### src/rtl/gpio_filt_pkg.sv
// Shared constants and types for the GPIO input conditioning stage.
// Imported by the per-pin filter and the top.
package gpio_filt_pkg;

  localparam int unsigned GpioFiltDefaultCntW = 16;
  localparam int unsigned GpioFiltMinSync = 2;
  localparam int unsigned GpioFiltMaxSync = 4;

  typedef logic [GpioFiltDefaultCntW-1:0] gpio_filt_cnt_t;

endpackage

### src/rtl/gpio_filter_bit.sv
// Per-pin glitch filter: output level only follows the synchronized
// input once it has disagreed for thr consecutive cycles.
module gpio_filter_bit
  import gpio_filt_pkg::*;
#(
  parameter int unsigned CntWidth = GpioFiltDefaultCntW
) (
  input  logic                clk_i,
  input  logic                rst_ni,
  input  logic                s_i,
  input  logic                en_i,
  input  logic [CntWidth-1:0] thr_i,
  output logic                q_o
);

  logic                q_q, q_d;
  logic [CntWidth-1:0] cnt_q, cnt_d;
  logic [CntWidth:0]   cnt_inc;
  logic                hit;

  // One extra bit so the compare cannot be fooled by a wrap.
  assign cnt_inc = {1'b0, cnt_q} + (CntWidth+1)'(1);
  assign hit     = cnt_inc >= {1'b0, thr_i};

  always_comb begin
    q_d   = q_q;
    cnt_d = '0;
    unique case (1'b1)
      !en_i:                          q_d = s_i;
      en_i && (s_i == q_q):           cnt_d = '0;
      en_i && (s_i != q_q) && hit:    q_d = s_i;
      default:                        cnt_d = cnt_inc[CntWidth-1:0];
    endcase
  end

  always_ff @(posedge clk_i or negedge rst_ni) begin
    if (!rst_ni) begin
      q_q   <= 1'b0;
      cnt_q <= '0;
    end else begin
      q_q   <= q_d;
      cnt_q <= cnt_d;
    end
  end

  assign q_o = q_q;

endmodule

### src/rtl/gpio_in_filter.sv
// GPIO pad input conditioning: synchronizer, optional per-pin glitch
// filter, and one-cycle rise/fall pulses on the conditioned level.
module gpio_in_filter
  import gpio_filt_pkg::*;
#(
  parameter int unsigned NumPins    = 32,
  parameter int unsigned CntWidth   = GpioFiltDefaultCntW,
  parameter int unsigned SyncStages = 2
) (
  input  logic                clk_i,
  input  logic                rst_ni,
  input  logic [NumPins-1:0]  gpio_i,
  input  logic [NumPins-1:0]  filter_en_i,
  input  logic [CntWidth-1:0] thresh_i,
  output logic [NumPins-1:0]  gpio_o,
  output logic [NumPins-1:0]  rise_o,
  output logic [NumPins-1:0]  fall_o,
  output logic                chg_o
);

  if (SyncStages < GpioFiltMinSync || SyncStages > GpioFiltMaxSync) begin : g_bad_sync
    $error("gpio_in_filter: SyncStages must be 2..4");
  end

  logic [NumPins-1:0]  sync_q [SyncStages];
  logic [NumPins-1:0]  sync_s;
  logic [NumPins-1:0]  filt_q;
  logic [NumPins-1:0]  dly_q;
  logic [CntWidth-1:0] thr;

  always_ff @(posedge clk_i or negedge rst_ni) begin
    if (!rst_ni) begin
      for (int k = 0; k < SyncStages; k++) sync_q[k] <= '0;
    end else begin
      sync_q[0] <= gpio_i;
      for (int k = 1; k < SyncStages; k++) sync_q[k] <= sync_q[k-1];
    end
  end

  assign sync_s = sync_q[SyncStages-1];

  // Threshold is taken live; zero behaves as one.
  assign thr = (thresh_i == '0) ? CntWidth'(1) : thresh_i;

  for (genvar g = 0; g < NumPins; g++) begin : g_pin
    gpio_filter_bit #(
      .CntWidth (CntWidth)
    ) u_bit (
      .clk_i  (clk_i),
      .rst_ni (rst_ni),
      .s_i    (sync_s[g]),
      .en_i   (filter_en_i[g]),
      .thr_i  (thr),
      .q_o    (filt_q[g])
    );
  end

  always_ff @(posedge clk_i or negedge rst_ni) begin
    if (!rst_ni) dly_q <= '0;
    else         dly_q <= filt_q;
  end

  assign gpio_o = filt_q;
  assign rise_o = filt_q & ~dly_q;
  assign fall_o = ~filt_q & dly_q;
  assign chg_o  = |(rise_o | fall_o);

endmodule

### config.mk
export PLATFORM = sky130hd
export DESIGN_NAME = gpio_in_filter
export DESIGN_NICKNAME = d
export VERILOG_FILES = /design/src/rtl/gpio_filt_pkg.sv /design/src/rtl/gpio_filter_bit.sv /design/src/rtl/gpio_in_filter.sv
export SDC_FILE = /design/constraint.sdc
export NUM_CORES = 2
export LEC_CHECK = 0
export CORE_ASPECT_RATIO = 0.5
export CORE_MARGIN = 1
export CORE_UTILIZATION = 35
export DETAILED_ROUTE_END_ITERATION = 8
export PLACE_DENSITY = 0.6
export SYNTH_ARGS = -nofsm -noshare
export SYNTH_HDL_FRONTEND = slang
export SYNTH_SLANG_ARGS = --single-unit
### constraint.sdc
create_clock -name clk_i -period 3.4 [get_ports clk_i]
set_input_delay 0.68 -clock clk_i [delete_from_list [all_inputs] [get_ports clk_i]]
set_output_delay 0.68 -clock clk_i [all_outputs]
set_load 0.03 [all_outputs]
* After elaboration in Yosys (flattened, before gate mapping) *
Cells that the tools add are included.

word-level totals
  input port bits = 82
  logic and storage cells = 427
  flip-flop bits (word level) = 640
  output and inout port bits = 97

cells by class
  order comparisons = 32
  $add $sub $neg = 32
  equal/unequal tests = 64
  reductions and logical operators = 194
  bitwise gates (word level) = 5
  mux-type cells = 33

operator list
  operator                                       count
  adder 16 x 1 -> 17 bit, second input constant  32
  >= comparator 17 x 16 -> 1 bit                 32
  two-way mux 16 bit                             33
  logical AND 1 bit                              96
  OR reduction 3 bit                             32
  bitwise AND 32 bit                             2
  inverter 32 bit                                2
  OR reduction 2 bit                             32
  equality test 1 bit                            32
  logical NOT 1 bit                              32
  inequality test 1 bit                          32
  OR 32 bit                                      1
  OR reduction 32 bit                            1
  logical NOT 16 bit                             1

* Longest topological paths before layout *
  word-level depth = 6
  gate-level depth with buffers = 17
  mapped depth without buffers = 16

* Hierarchy *
From an unflattened synthesis, not the netlist that was laid out.

second synthesis, totals
  cells, all modules = 4584
  area, all modules = 46862.4 sq um

modules (own cells, without submodules)
  module                                 times used  area each (sq um)  cells each
  gpio_filter_bit (g_pin[17].u_bit ...)  17          1355.0             134
  gpio_filter_bit (g_pin[0].u_bit ...)   14          1353.8             137
  gpio_in_filter                         1           3599.7             255
  gpio_filter_bit (g_pin[27].u_bit)      1           1273.7             133

* Least setup slack after synthesis *
OpenSTA, ideal clock, no wires.

  kind = input port to flip-flop
  start = input thresh_i[10]
  end = register g_pin[23].u_bit.cnt_q[11]
  data required time = 3.327 ns
  stages on the path = 17
  data arrival time = 4.468 ns
  slack = -1.141 ns
  path buffers = 6
  cells stage by stage = buf_2 buf_2 buf_1 buf_2 nor4_1 a41o_1 ha_1 nand2b_1 a21o_1 a311oi_1 a21oi_1 o21ai_0 a2111oi_2 or3_1 clkbuf_1 buf_2 nor2b_1

on the way
  longest elaborated chain between the ends = 6

RTL lines
  item                              RTL line               text
  from (decl)                       gpio_in_filter.sv:14   input logic [CntWidth-1:0] thresh_i,
  logical NOT 16 bit                gpio_in_filter.sv:43   assign thr = (thresh_i == '0) ? CntWidth'(1) : thresh_i;
  two-way mux 16 bit *              gpio_in_filter.sv:43
  >= comparator 17 x 16 -> 1 bit *  gpio_filter_bit.sv:23  assign hit = cnt_inc >= {1'b0, thr_i};
  logical AND 1 bit *               gpio_filter_bit.sv:31  en_i && (s_i != q_q) && hit: q_d = s_i;
  OR reduction 3 bit (no line) *    --
  two-way mux 16 bit *              gpio_filter_bit.sv:28  unique case (1'b1)
  via g_pin[23].u_bit.cnt_d[11]     gpio_filter_bit.sv:17  logic [CntWidth-1:0] cnt_q, cnt_d;
  to (signal assigned)              gpio_filter_bit.sv:42  cnt_q <= cnt_d;
  to (decl)                         gpio_filter_bit.sv:17

The timed path passes the listed nets; every way through them passes the cells marked *.
A chain may end at the register's enable or synchronous reset.

* Final worst setup path *
  start = register g_pin[25].u_bit.cnt_q[0]
  end = register g_pin[25].u_bit.cnt_q[14]

on the way
  longest elaborated chain between the ends = 5

RTL lines
  item                            RTL line               text
  from (decl)                     gpio_filter_bit.sv:17
  from (signal assigned)          gpio_filter_bit.sv:42
  adder 16 x 1 -> 17 bit *        gpio_filter_bit.sv:22  assign cnt_inc = {1'b0, cnt_q} + (CntWidth+1)'(1);
  >= comparator 17 x 16 -> 1 bit  gpio_filter_bit.sv:23
  logical AND 1 bit               gpio_filter_bit.sv:31
  OR reduction 3 bit (no line)    --
  two-way mux 16 bit *            gpio_filter_bit.sv:28
  via g_pin[25].u_bit.cnt_d[14]   gpio_filter_bit.sv:17

Marks and branches as above.

==> results.md <==
- The run finished with clean final reports.
- In this run the standard cell core region covers 117,900 um2.
- Cell internal power was estimated by the tool at 13.75 mW.
- The most common cell in the netlist is dfrtp_1.
- The worst hold path was traced through 0 stages.
- The die height is around 250 um.
- Setup slack on the worst reg-to-reg path comes out at 0.07 ns.
- For this design, the sink count on the clock tree is 640.
- For the final database, setup skew stands at 0.01915 ns.
- The post-route core utilization is a little over two fifths.
- The signal on the critical path passes through ha_2 > nand3_2 > nor2_2 > nand4_1 > inv_1 > nand2_1 > xnor2_2 > ha_1 > a21oi_2 > nor2_2 > nor4b_2 > o31ai_1 > or4_1 > a31o_4 > nand2b_4 > nor2b_1.
- The number of DRC markers after the initial detailed-route iteration is roughly 2.1k.
- The worst setup path is of the reg -> reg kind.
- The worst-case setup margin in the final layout is roughly 0.07 ns.
- Yosys printed 0 warnings.
- In this run the remaining antenna-violating nets after routing total 0.
- Yosys mapped the design onto 93 distinct sky130hd cell types.
- The total overflow left after global routing is 0.
- The cell occurring most often along the worst timing path is nor2_2.
- The highest clock rate is about 300 MHz.
- The initial antenna violation count is 4.
- The clock network burns between 40% and 50% of the power.
- The area of the die is 120,500 um2.
- The number of failing hold endpoints at the final stage is 0.
- In the final routed layout, each cell accounts on average for about 18 um.
- The largest individual stage delay along the critical path comes from the cell or4_1.
- The total vias in the final route is about 33k.
- The number of cells on the worst reg-to-reg path is 16.
- The via count of the first global-routing pass is 33.11k.
- Entering global routing, the biggest net connects 83 pins.
- The share of the yosys chip area belonging to registers is approximately two fifths.
- The switching power share of the total is 28.00%.
- The number of primary I/O pins is ~180.
- The placed instance count is between 6k and 7k.
- The floorplan has between 80 and 90 rows.
- The clock passes through at most 3 buffers.
- The count of unresolved DRC violations after routing is 0.
- The top-area cell type share of the netlist area is 38.45%.
- The type of the most critical hold path is reg -> reg.
- The overall die width is slightly below 500 um.
- In this run the tightest slew margin relative to its limit is between 40% and 50%.
- The synthesized cell area is between 40,000 and 50,000 um2.
- The leakage power total is 24.01 nW.
- The estimated wirelength of the detail-placed design is around 86,000 um.
- The worst hold path begins at sync_q[38].
- The clock insertion delay at the later pin of the skew report is roughly 0.67 ns.
- The routed design has ~120,000 um of wire.
- The worst-case setup slack after placement is -0.6544 ns.
- Before antenna repair, the detailed router went through 5 iterations.
- The max-slew violation total from the final report is 0.
- In the global route stage, overall resource usage came out at a little under a fifth.
- The summed negative setup slack over all endpoints is 0 ns.
- The count of final setup violators is 0.
- In this run the power density over the cells is about 370 nW/um2.
- The number of clock buffers added by TritonCTS is 70.
- For this design the total switching power over the nets is 5.347 mW.
- At the end of routability-driven placement, the weighted congestion stood at between 0.8 and 0.9.
- The initial utilization of the core area, before any placement, comes to between 30% and 40%.
- The net count of the finished layout is 5,312.
- The fraction of synthesis flops using an asynchronous set or reset pin is between 90% and 100%.
- The hold path endpoint is sync_s[6].
- The share of total power dissipated in combinational logic is between 10% and 20%.
- The endpoint identified for the worst register-to-register timing path is g_pin[25].u_bit.cnt_q[14].
- The finished layout holds ~6.4k standard cells, fillers aside.
- dfrtp_1 takes more of the synthesized area than any other cell.
- The most common flop cell mapped by yosys is dfrtp_1.
- The clock tree synthesis step divided the H-tree into 3 levels.
- The largest vdd supply drop is roughly 0.37 mV.
- At the worst endpoint, the required time is 3.99 ns.
- At the worst endpoint, the arrival time is roughly 4 ns.
- The wire length of the first global-routing pass is around 180,000 um.
- By count the netlist is led by dfrtp_1, ha_1, nor2_1, xnor2_1, nor2b_1.
- The number of instances in the synthesized netlist is 4,271.
- Setup repair after global routing could not meet its margin everywhere.
- For this run, the slowest stage of the critical path takes 0.43 ns.
- Clock-pin slew was measured on the worst setup and hold paths at about 0.07 ns.
- After routing the design area is just over 50,000 um2.
- The share of the clock period used by the worst path is 97.96%.
- The detailed-route vias per instance is ~5.2.
- The number of nets produced by synthesis is 4,836.
- The launch instance of the worst register-to-register path is g_pin[25].u_bit.cnt_q[0].
- The proportion of layout cells with a drive suffix above 1 is 14.87%.
- The number of synthesized flops with an enable pin is 0.
- The mean instance size in the synthesized netlist is 9.752 um2.
- The clock period could shrink to between 3 and 4 ns.
- The number of maximum-capacitance violations is 0.
- The launching element type of the critical path is a register.
- The TritonCTS clock tree is done.
- The area growth from synthesis to layout is 23.00%.
- CTS placed an instance of clkbuf_16 at the clock tree root.
- Buffers placed on the I/O ports in this run total 178.
- The placement-stage cell area is 47,950 um2.
- Sorting the synthesized cells by area gives the leading types as dfrtp_1, ha_1, xnor2_1, nor2b_1, xor2_1.
- The transition time of the tightest slew-check pin is between 0.8 and 0.9 ns.
- The flip-flop and latch count after synthesis is 640.
- The maximum fanout encountered on the critical timing path is 8.
- The worst setup path is captured at a register.
- The share of total power dissipated in sequential elements is 42.1%.
-- cell type report --
type	instances	area, um2
inverter	224	840.8
multi-input combinational	3282	24980
fill	11064	66700
timing repair buffer	529	4991
clock buffer	101	2062
antenna	4	10.01
sequential	640	16030
clock inverter	27	320.3
tap	1592	1992
-- cell usage in the layout, fill, tap and decap left out, types with 181 or more instances in the layout --
| cell type | n |
|---|---|
| buf_4 | 306 |
| xnor2_1 | 325 |
| nor2_1 | 307 |
| nand3_1 | 237 |
| xor2_1 | 181 |
| nand2_1 | 229 |
| dfrtp_1 | 627 |
| nor2b_1 | 322 |
| inv_1 | 209 |
| ha_1 | 466 |
-- power by group through the flow --
stage | registers (mW) | clock network [mW] | logic [mW]
finish | 8.03 | 8.06 | 3.00
global route | 8.06 | 8.57 | 3.28
CTS | 8.03 | 8.26 | 2.98
detailed placement | 8.17 | 0 | 2.95
global placement | 8.16 | 0 | 2.89
floorplan | 8.12 | 0 | 1.62
-- through the flow --
| step | hold slack [ns] | power [mW] |
|---|---|---|
| after floorplan | 0.3312 | 9.738 |
| after global placement | 0.3316 | 11.05 |
| after detailed placement | 0.3347 | 11.12 |
| after CTS | 0.3477 | 19.27 |
| after global routing | 0.3565 | 19.91 |
| final | 0.3474 | 19.10 |
-- logic make-up after synthesis --
| group | after synthesis | share of synthesized area, % |
|---|---|---|
| buffers and inverters | 351 | 3.797 |
| and+or+nand+nor | 1685 | 21.69 |
| muxes | 16 | 0.4236 |
| DFF | 640 | 38.45 |
| adders and majority gates | 515 | 15.28 |
| xor gates and xnor gates | 533 | 11.62 |
| AOI/OAI and AO/OA | 531 | 8.730 |
-- state kept, by name, indices dropped and copies added (netlist names) --
register / count
g_pin.u_bit.q_o: 32
dly_q: 32
g_pin.u_bit.cnt_q: 512
sync_s: 32
sync_q: 32
-- worst max path at each step --
stage | startpoint | to | slack, ns | cells after the start
2_1_floorplan | thresh_i[4] | g_pin[22].u_bit.cnt_q[11] | -0.35 | 16
3_3_place_gp | thresh_i[14] | g_pin[0].u_bit.q_o | -0.61 | 13
3_5_place_dp | thresh_i[14] | g_pin[0].u_bit.q_o | -0.65 | 13
4_1_cts | g_pin[25].u_bit.cnt_q[0] | g_pin[25].u_bit.cnt_q[14] | 0.0008 | 16
5_1_grt | g_pin[25].u_bit.cnt_q[1] | g_pin[25].u_bit.cnt_q[7] | -0.18 | 16
6_report | g_pin[25].u_bit.cnt_q[0] | g_pin[25].u_bit.cnt_q[14] | 0.07 | 16
-- critical path, delay by kind of cell (launching register included) --
family | cells | cell delay, ns
flip-flops | 1 | 0.36
AO/OA/AOI/OAI | 3 | 0.50
adder cells (fa/ha/maj) | 2 | 0.52
AND/OR/NAND/NOR | 9 | 1.60
buffers and inverters | 1 | 0.11
XOR/XNOR | 1 | 0.17
-- timing repair --
action / 4_1_cts / 5_1_grt
gates cloned: 1 / 2
hold buffers: 1 / 0
pin swaps: 5 / 46
resized for setup: 8 / 151
setup buffers: 1 / 29
setup endpoints to repair: 52 / 473
hold endpoints to repair: 42 / 0
-- routing by layer --
metal,share of wire [%],global-route usage [%]
met1,49,26.99
met5,0.0095,0
met4,2.1,4.732
met3,4.5,2.992
met2,45,30.52
Note: power is estimated with default switching activity, not from simulation.
